$ cat src/rtl/uart_rx_ctrl.sv
// uart_rx_ctrl
//   Receive-side controller between a UART receiver and the system bus.
//   - Captures each completed frame into a DEPTH-entry show-ahead FIFO
//     that is drained through a valid/ready port.
//   - Counts receive errors and FIFO overflows in saturating 8-bit counters.
//   - Holds the receiver in reset while disabled. After an error it pulses
//     the receiver reset for RST_CYCLES cycles.
//
// State table
//   OFF     | receiver held in reset, frame/error edges ignored
//   RUN     | receiver active, completed frames pushed, errors counted
//   RECOVER | receiver held in reset for RST_CYCLES cycles after an error
//
// Ports
//   i_clk          system clock, rising edge
//   i_reset        asynchronous reset, active low
//   i_enable       1 = receive, 0 = hold receiver in reset
//   i_rx_data      receiver data byte, stable while i_rx_done is high
//   i_rx_done      receiver frame-done level
//   i_rx_error     receiver error level, sticky until receiver idles
//   o_rx_rst       active-high reset to the receiver
//   o_m_data       FIFO head byte
//   o_m_valid      FIFO non-empty
//   i_m_ready      consumer accepts the head byte
//   o_fifo_count   FIFO occupancy, 0..DEPTH
//   o_err_cnt      error edges seen in RUN, saturating
//   o_ovf_cnt      frames dropped on a full FIFO, saturating
//   i_clr_cnt      synchronous clear of both counters
//   o_state        0=OFF, 1=RUN, 2=RECOVER
module uart_rx_ctrl #(
    parameter int DEPTH      = 8,
    parameter int RST_CYCLES = 2
) (
    input  logic                     i_clk,
    input  logic                     i_reset,
    input  logic                     i_enable,
    input  logic [7:0]               i_rx_data,
    input  logic                     i_rx_done,
    input  logic                     i_rx_error,
    output logic                     o_rx_rst,
    output logic [7:0]               o_m_data,
    output logic                     o_m_valid,
    input  logic                     i_m_ready,
    output logic [$clog2(DEPTH):0]   o_fifo_count,
    output logic [7:0]               o_err_cnt,
    output logic [7:0]               o_ovf_cnt,
    input  logic                     i_clr_cnt,
    output logic [1:0]               o_state
);

    localparam int AW = $clog2(DEPTH);
    localparam int CW = AW + 1;
    // The timer holds RST_CYCLES-1 down to 0, so it needs clog2(RST_CYCLES) bits.
    localparam int TW = (RST_CYCLES > 1) ? $clog2(RST_CYCLES) : 1;

    typedef enum logic [1:0] {
        OFF     = 2'd0,
        RUN     = 2'd1,
        RECOVER = 2'd2
    } state_t;

    state_t          r_state;
    state_t          w_state_nxt;
    logic            r_rx_rst;
    logic            r_done_q;
    logic            r_err_q;
    logic [TW-1:0]   r_timer;
    logic [TW-1:0]   w_timer_nxt;
    logic [7:0]      r_mem [DEPTH];
    logic [AW-1:0]   r_wr_ptr;
    logic [AW-1:0]   r_rd_ptr;
    logic [CW-1:0]   r_count;
    logic [7:0]      r_err_cnt;
    logic [7:0]      r_ovf_cnt;

    logic            w_done_rise;
    logic            w_err_rise;
    logic            w_push_req;
    logic            w_err_hit;
    logic            w_pop;
    logic            w_push_ok;
    logic            w_ovf;

    assign w_done_rise = i_rx_done & ~r_done_q;
    assign w_err_rise  = i_rx_error & ~r_err_q;

    always_comb begin
        w_state_nxt = r_state;
        w_timer_nxt = r_timer;
        w_push_req  = 1'b0;
        w_err_hit   = 1'b0;
        case (r_state)
            OFF: begin
                if (i_enable) w_state_nxt = RUN;
            end
            RUN: begin
                w_push_req = w_done_rise;
                if (!i_enable) begin
                    w_state_nxt = OFF;
                end else if (w_err_rise) begin
                    w_state_nxt = RECOVER;
                    w_err_hit   = 1'b1;
                    w_timer_nxt = TW'(RST_CYCLES - 1);
                end
            end
            RECOVER: begin
                if (r_timer == '0) begin
                    w_state_nxt = i_enable ? RUN : OFF;
                end else begin
                    w_timer_nxt = r_timer - TW'(1);
                end
            end
            default: w_state_nxt = OFF;
        endcase
    end

    always_ff @(posedge i_clk or negedge i_reset) begin
        if (!i_reset) begin
            r_state  <= OFF;
            r_rx_rst <= 1'b1;
            r_timer  <= '0;
            r_done_q <= 1'b0;
            r_err_q  <= 1'b0;
        end else begin
            r_state  <= w_state_nxt;
            r_rx_rst <= (w_state_nxt != RUN);
            r_timer  <= w_timer_nxt;
            r_done_q <= i_rx_done;
            r_err_q  <= i_rx_error;
        end
    end

    // A full FIFO still accepts a byte when the head is popped in the same cycle.
    assign w_pop     = (r_count != '0) & i_m_ready;
    assign w_push_ok = w_push_req & ((r_count < CW'(DEPTH)) | w_pop);
    assign w_ovf     = w_push_req & ~w_push_ok;

    always_ff @(posedge i_clk or negedge i_reset) begin
        if (!i_reset) begin
            for (int i = 0; i < DEPTH; i++) r_mem[i] <= 8'h00;
            r_wr_ptr <= '0;
            r_rd_ptr <= '0;
            r_count  <= '0;
        end else begin
            if (w_push_ok) begin
                r_mem[r_wr_ptr] <= i_rx_data;
                r_wr_ptr        <= r_wr_ptr + AW'(1);
            end
            if (w_pop) r_rd_ptr <= r_rd_ptr + AW'(1);
            case ({w_push_ok, w_pop})
                2'b10:   r_count <= r_count + CW'(1);
                2'b01:   r_count <= r_count - CW'(1);
                default: r_count <= r_count;
            endcase
        end
    end

    always_ff @(posedge i_clk or negedge i_reset) begin
        if (!i_reset) begin
            r_err_cnt <= 8'd0;
            r_ovf_cnt <= 8'd0;
        end else begin
            if (i_clr_cnt)                        r_err_cnt <= 8'd0;
            else if (w_err_hit && r_err_cnt != 8'hFF) r_err_cnt <= r_err_cnt + 8'd1;
            if (i_clr_cnt)                        r_ovf_cnt <= 8'd0;
            else if (w_ovf && r_ovf_cnt != 8'hFF) r_ovf_cnt <= r_ovf_cnt + 8'd1;
        end
    end

    assign o_rx_rst     = r_rx_rst;
    assign o_m_data     = r_mem[r_rd_ptr];
    assign o_m_valid    = (r_count != '0);
    assign o_fifo_count = r_count;
    assign o_err_cnt    = r_err_cnt;
    assign o_ovf_cnt    = r_ovf_cnt;
    assign o_state      = r_state;

endmodule
$ cat config.mk
export PLATFORM = sky130hd
export DESIGN_NAME = uart_rx_ctrl
export DESIGN_NICKNAME = d
export VERILOG_FILES = /design/src/rtl/uart_rx_ctrl.sv
export SDC_FILE = /design/constraint.sdc
export NUM_CORES = 1
export LEC_CHECK = 0
export CAP_MARGIN = 10
export CORE_UTILIZATION = 40
export DETAILED_ROUTE_END_ITERATION = 12
export GPL_TIMING_DRIVEN = 0
export SETUP_SLACK_MARGIN = 0.4
export SLEW_MARGIN = 10
export SYNTH_ARGS = -nofsm -noshare
export SYNTH_HDL_FRONTEND = slang
export SYNTH_SLANG_ARGS = --single-unit
$ cat constraint.sdc
create_clock -name i_clk -period 4.3 [get_ports i_clk]
set_input_delay 0.86 -clock i_clk [delete_from_list [all_inputs] [get_ports i_clk]]
set_output_delay 0.86 -clock i_clk [all_outputs]
set_load 0.05 [all_outputs]
## Word-level counts from Yosys, hierarchy flattened

Index checks and enable logic that the tools add are counted.
W data, S select, Z words.

- Register bits after elaboration: 96
- Bits of input ports: 15

- Add/sub/neg operators: 7
- $lt $le $gt $ge: 4
- Equal/unequal tests: 9
- Multiplexer cells: 25
- Bitwise logic cells: 11
- Reductions and logical operators: 10

Operator list:

| cell | count |
|---|---|
| $bwmux W64 | 1 |
| $mux W8 | 7 |
| $bmux W8 S3 | 1 |
| $demux W8 S3 | 1 |
| $add A8 B1 Y8 const B | 2 |
| $ne A8 B8 Y1 const B | 2 |
| $ge A4 B4 Y1 const B | 2 |
| $mux W1 | 8 |
| $mux W2 | 4 |
| $not A3 Y4 | 2 |
| $pmux W4 S2 | 1 |
| $reduce_bool A2 Y1 | 4 |
| $add A3 B1 Y3 const B | 2 |
| $pmux W2 S3 | 1 |
| $and A1 B1 Y1 | 5 |
| $add A4 B1 Y4 const B | 1 |
| $eq A2 B1 Y1 const B | 2 |
| $eq A2 B2 Y1 const B | 2 |
| $lt A4 B1 Y1 const B | 1 |
| $lt A4 B4 Y1 const B | 1 |
| $ne A2 B2 Y1 const B | 2 |
| $reduce_bool A4 Y1 | 1 |
| $sub A4 B1 Y4 const B | 1 |
| $logic_and A1 B1 Y1 | 3 |
| other kinds (7) | 9 |

## Longest topological paths before layout

- Depth after elaboration: 9
- Depth in mapped cells: 10
- Mapped depth without buffers: 9

## Least setup slack after synthesis

OpenSTA, ideal clock, no wires.

- Path kind: register -> register
- From: reg r_count[3], in the netlist o_fifo_count[3]
- To: reg r_count[3], in the netlist o_fifo_count[3]
- Setup time: 0.116 ns
- Arrival time: 2.845 ns
- Data required time: 4.184 ns
- Setup slack: 1.339 ns
- Cell stages (with the launch flop): 9
- Buffers on the path: 0
- Period minus slack after synthesis: 2.961 ns
- Cell sequence: dfrtp_1 -> or4_1 -> nand2_1 -> inv_1 -> ha_1 -> ha_1 -> a21oi_1 -> o21ai_0 -> o311ai_0

- Cells in the longest elaborated chain, start to end: 6
- Elaborated cells on any way between the ends: 11

Ends and longest elaborated chain:

| item | RTL line | RTL |
|---|---|---|
| start, declared | 72 | `logic [CW-1:0] r_count;` |
| start signal, assigned | 151 | `2'b10: r_count <= r_count + CW'(1);` |
| start signal, assigned | 152 | `2'b01: r_count <= r_count - CW'(1);` |
| start signal, assigned | 153 | `default: r_count <= r_count;` |
| $reduce_bool A4 Y1 (*) | - |  |
| net o_m_valid | 42 | `output logic o_m_valid,` |
| $and A1 B1 Y1 (*) | 134 | `assign w_pop = (r_count != '0) & i_m_ready;` |
| net w_pop | 80 | `logic w_pop;` |
| $or A1 B1 Y1 | 135 | `assign w_push_ok = w_push_req & ((r_count < CW'(DEPTH)) \| w_pop);` |
| $and A1 B1 Y1 | 135 |  |
| $eq A2 B1 Y1 / $eq A2 B2 Y1 (equally long branches) | 150 | `case ({w_push_ok, w_pop})` |
| $pmux W4 S2 / $reduce_bool A2 Y1 (equally long branches) | - |  |

Mark *: on every way through the listed nets, which the timed path passes. The rest lies on a longest branch.
A chain may end at the register's enable or synchronous reset.

## Final worst setup path

- From: reg r_rd_ptr[0]
- To: out o_m_data[5]

- Cells in the longest elaborated chain, start to end: 4

Ends and longest elaborated chain:

| item | RTL line | RTL |
|---|---|---|
| start, declared | 71 | `logic [AW-1:0] r_rd_ptr;` |
| start signal, assigned | 149 | `if (w_pop) r_rd_ptr <= r_rd_ptr + AW'(1);` |
| $not A3 Y4 (implied by the code) | 171 | `assign o_m_data = r_mem[r_rd_ptr];` |
| $bmux W8 S3 | 171 |  |
| $mux W8 (implied by the code) (2 in a row) | 171 |  |
| end, declared | 41 | `output logic [7:0] o_m_data,` |

No other way between the ends. The select of a mux whose other input is x is not followed.

==> flow_metrics.tcl <==
set metrics [dict create \
    cp.required_ns 3.44 \
    dp_cells 518 \
    core_area_mm2 0.0109 \
    insertion_delay_ns 0.34 \
    syn_inst 331 \
    grtUsageTotal_pct 17.7 \
    r2r_setup_slack_ns 1.67 \
    setup_viol 0 \
    cts_made_buffers 9 \
    clockRootBuffer "clkbuf_16" \
    start_kind "flop" \
    routed_wl_mm 9.24 \
    r2r_end "o_fifo_count[3]" \
    grt_overflow_total 0 \
    ys.flop_type "dfrtp_1" \
    final_cell_area_mm2 0.00549 \
    p_per_area_mw_per_mm2 647 \
    via_per_inst 5.38 \
    fin_nets 412 \
    post_cts_buffers 0 \
    post_synth_num_cell_types 44 \
    dieArea_mm2 0.0118 \
    layout_worst_path_cycle_share_pct 86.2 \
    synth.avg_cell_area_um2 13.7 \
    utilization_pct 50.2 \
    dr.pass1.iters 4 \
    route.antenna.remaining_nets 0 \
    worst-setup-path-type "flop to output pin" \
    drc 0 \
    gp_congestion 0.764 \
    rsz0062_at_grt "false" \
    tightest_slew_ns 0.891 \
    synthArstFlopShare_pct 100 \
    outcome "completed" \
    area_growth_pct 21.1 \
    placedInstanceArea_mm2 0.00519 \
    maxCapViolCount 0 \
    htree_levels 3 \
    fp.dieH_um 108 \
    synth_edf_count 0 \
    grt_max_degree 65 \
    holdWs_ns 0.476 \
    crit_path_max_fanout 10 \
    grt_pass1_wl_mm 15.5 \
    maxSlewHeadroom_pct 40.3 \
    rr_worst_depth 8 \
    portBuffers 46 \
    avgRoutedWirePerCell_um 17.3 \
    crit_family "buffers and inverters" \
    hpwlAfterDp_mm 6.10 \
    cts_tree "yes" \
    slew_viol_final 0 \
    antenna_found_initial 0 \
    finalCriticalPeriod_ns 3.70 \
    r2r_start "o_fifo_count[3]" \
    grt_pass1_vias 2929 \
    yosysSeqAreaShare_pct 53.0 \
    drive_above_1_share_pct 30.2 \
    n_antenna_cell 0 \
    cp_cell_sequence "buf_2, buf_4, mux4_2, mux2_2, clkdlybuf4s50_1" \
    synth_seq_cells 96 \
    cts.path.max_buffers 2 \
    dr_total_vias 2873 \
    fp-row-count 38 \
    ir_worst_vdd_v 0.000300 \
    path_buf_inv 3 \
    yosysWarnings 0 \
    clock-sinks 96 \
    clk_pin_slew_worst_paths_ns 0.06 \
    cellLeakagePower_nw 2.42 \
    fmax_mhz 270 \
    slowest_stage "clkdlybuf4s50_1" \
    crit_path_end_kind "output pin" \
    final_hold_viol_count 0 \
    die_x_um 108 \
    finClkSkew_ns 0.0128 \
    drt_iter0_drc 84 \
    syn_area_mm2 0.00453 \
    start_util_pct 41.5 \
    syn-num-nets 354 \
    io_pins 47 \
    max_stage_delay_ns 0.70 \
    hold_class "input port to asynchronous set/reset pin" \
    final_cells 534 \
    cp.arrival_ns 2.84 \
]
[where the power goes]
group / switching [mW] / leakage [nW] / total (mW) / internal (mW)
clock: 0.339 / 0.142 / 0.765 / 0.427
sequential: 0.149 / 1.26 / 1.34 / 1.19
combinational: 0.762 / 1.01 / 1.45 / 0.684
[registers in the layout (all words and copies together) (netlist names)]
register / cells
o_err_cnt: 8
r_wr_ptr: 3
o_rx_rst: 1
o_state: 2
r_timer: 1
r_err_q: 1
o_fifo_count: 4
r_done_q: 1
r_rd_ptr: 3
r_mem: 64
o_ovf_cnt: 8
[how the worst max path moves through the flow]
stage,start,to,slack (ns),cells past startpoint
floorplan,o_fifo_count[3],o_fifo_count[3],1.34,8
global placement,i_reset,o_err_cnt[1],-1.23,1
detailed placement,r_rd_ptr[1],o_m_data[5],0.60,5
CTS,r_rd_ptr[1],o_m_data[5],0.45,5
global route,r_rd_ptr[0],o_m_data[2],0.44,5
finish,r_rd_ptr[0],o_m_data[5],0.60,5
[cell type report]
type,count,area [um2]
inverters,12,47.5
well taps,140,175
multi-input cells,211,2030
plain buffers,12,56.3
flip-flops and latches,96,2400
fillers,992,5450
repair buffers,47,485
clock inverters,5,38.8
clock buffers,11,253
[synth_stat cells, types with 2 or more instances]
library cell,instances,share of area (%)
buf_1,4,0.33
mux2_2,73,18
o211ai_1,2,0.33
or4_1,4,0.66
nand4_1,5,0.69
nand2_1,19,1.6
mux4_2,16,7.9
o311ai_0,3,0.58
mux2i_1,2,0.44
xnor2_1,6,1.2
or3_1,6,0.83
xor2_1,4,0.77
dfrtp_1,95,52
nor3_1,2,0.22
ha_1,7,1.9
buf_2,2,0.22
inv_1,11,0.91
nor2_1,9,0.75
nand4b_1,3,0.58
o21ai_0,11,1.2
a21oi_1,8,0.88
nor4b_4,2,1.0
nand3_1,9,0.99
o41ai_1,2,0.39
clkbuf_1,5,0.41
nor2b_1,2,0.28
o31ai_1,2,0.33
[cells in the final DEF, fill, tap and decap left out, drive strengths merged, types with 2 or more instances in the layout]
cell and n:
a21oi 8, buf 9, clkbuf 16, clkdlybuf4s50 45, clkinv 3, dfrtp 95
ha 7, inv 13, mux2 73, mux2i 2, mux4 16, nand2 19
nand3 9, nand4 5, nand4b 3, nor2 9, nor2b 2, nor3 3
nor4 2, nor4b 2, o211ai 2, o21ai 11, o311ai 3, o31ai 2
o41ai 2, or3 6, or4 4, xnor2 6, xor2 4
[layer usage]
layer	vias to the layer above	global-route usage [%]	share of wire, %
met1	1459	24.4	48
li1	1351	-	-
met2	54	27.9	47
met5	-	0	0
met3	9	4.58	3.9
met4	0	3.76	0.87
[repair_timing]
| action | in CTS | in global routing |
|---|---|---|
| resized for setup | 2 | 2 |
| endpoints found under the hold margin | 0 | 0 |
| setup endpoints to repair | 8 | 8 |
| hold buffers | 0 | 0 |
[cell families (layout without fill, tap and decap cells)]
logic type,count (synthesis),in the layout,share of synthesized area (%)
compound gates,30,30,4.14
buf+inv,24,87,2.18
simple gates,72,72,9.83
fa+ha+maj,8,8,2.37
flops,96,96,53.0
mux,91,91,26.5
xor+xnor,10,10,1.93
[through the flow]
stage / TNS (ns) / power, mW / worst slack, ns
finish: 0 / 3.55 / 0.595
global route: 0 / 3.77 / 0.443
CTS: 0 / 3.60 / 0.451
detailed placement: 0 / 2.82 / 0.597
global placement: -116.40 / 2.77 / -1.23
floorplan: 0 / 2.41 / 1.34
No activity file was read; power rests on OpenSTA's default activity.
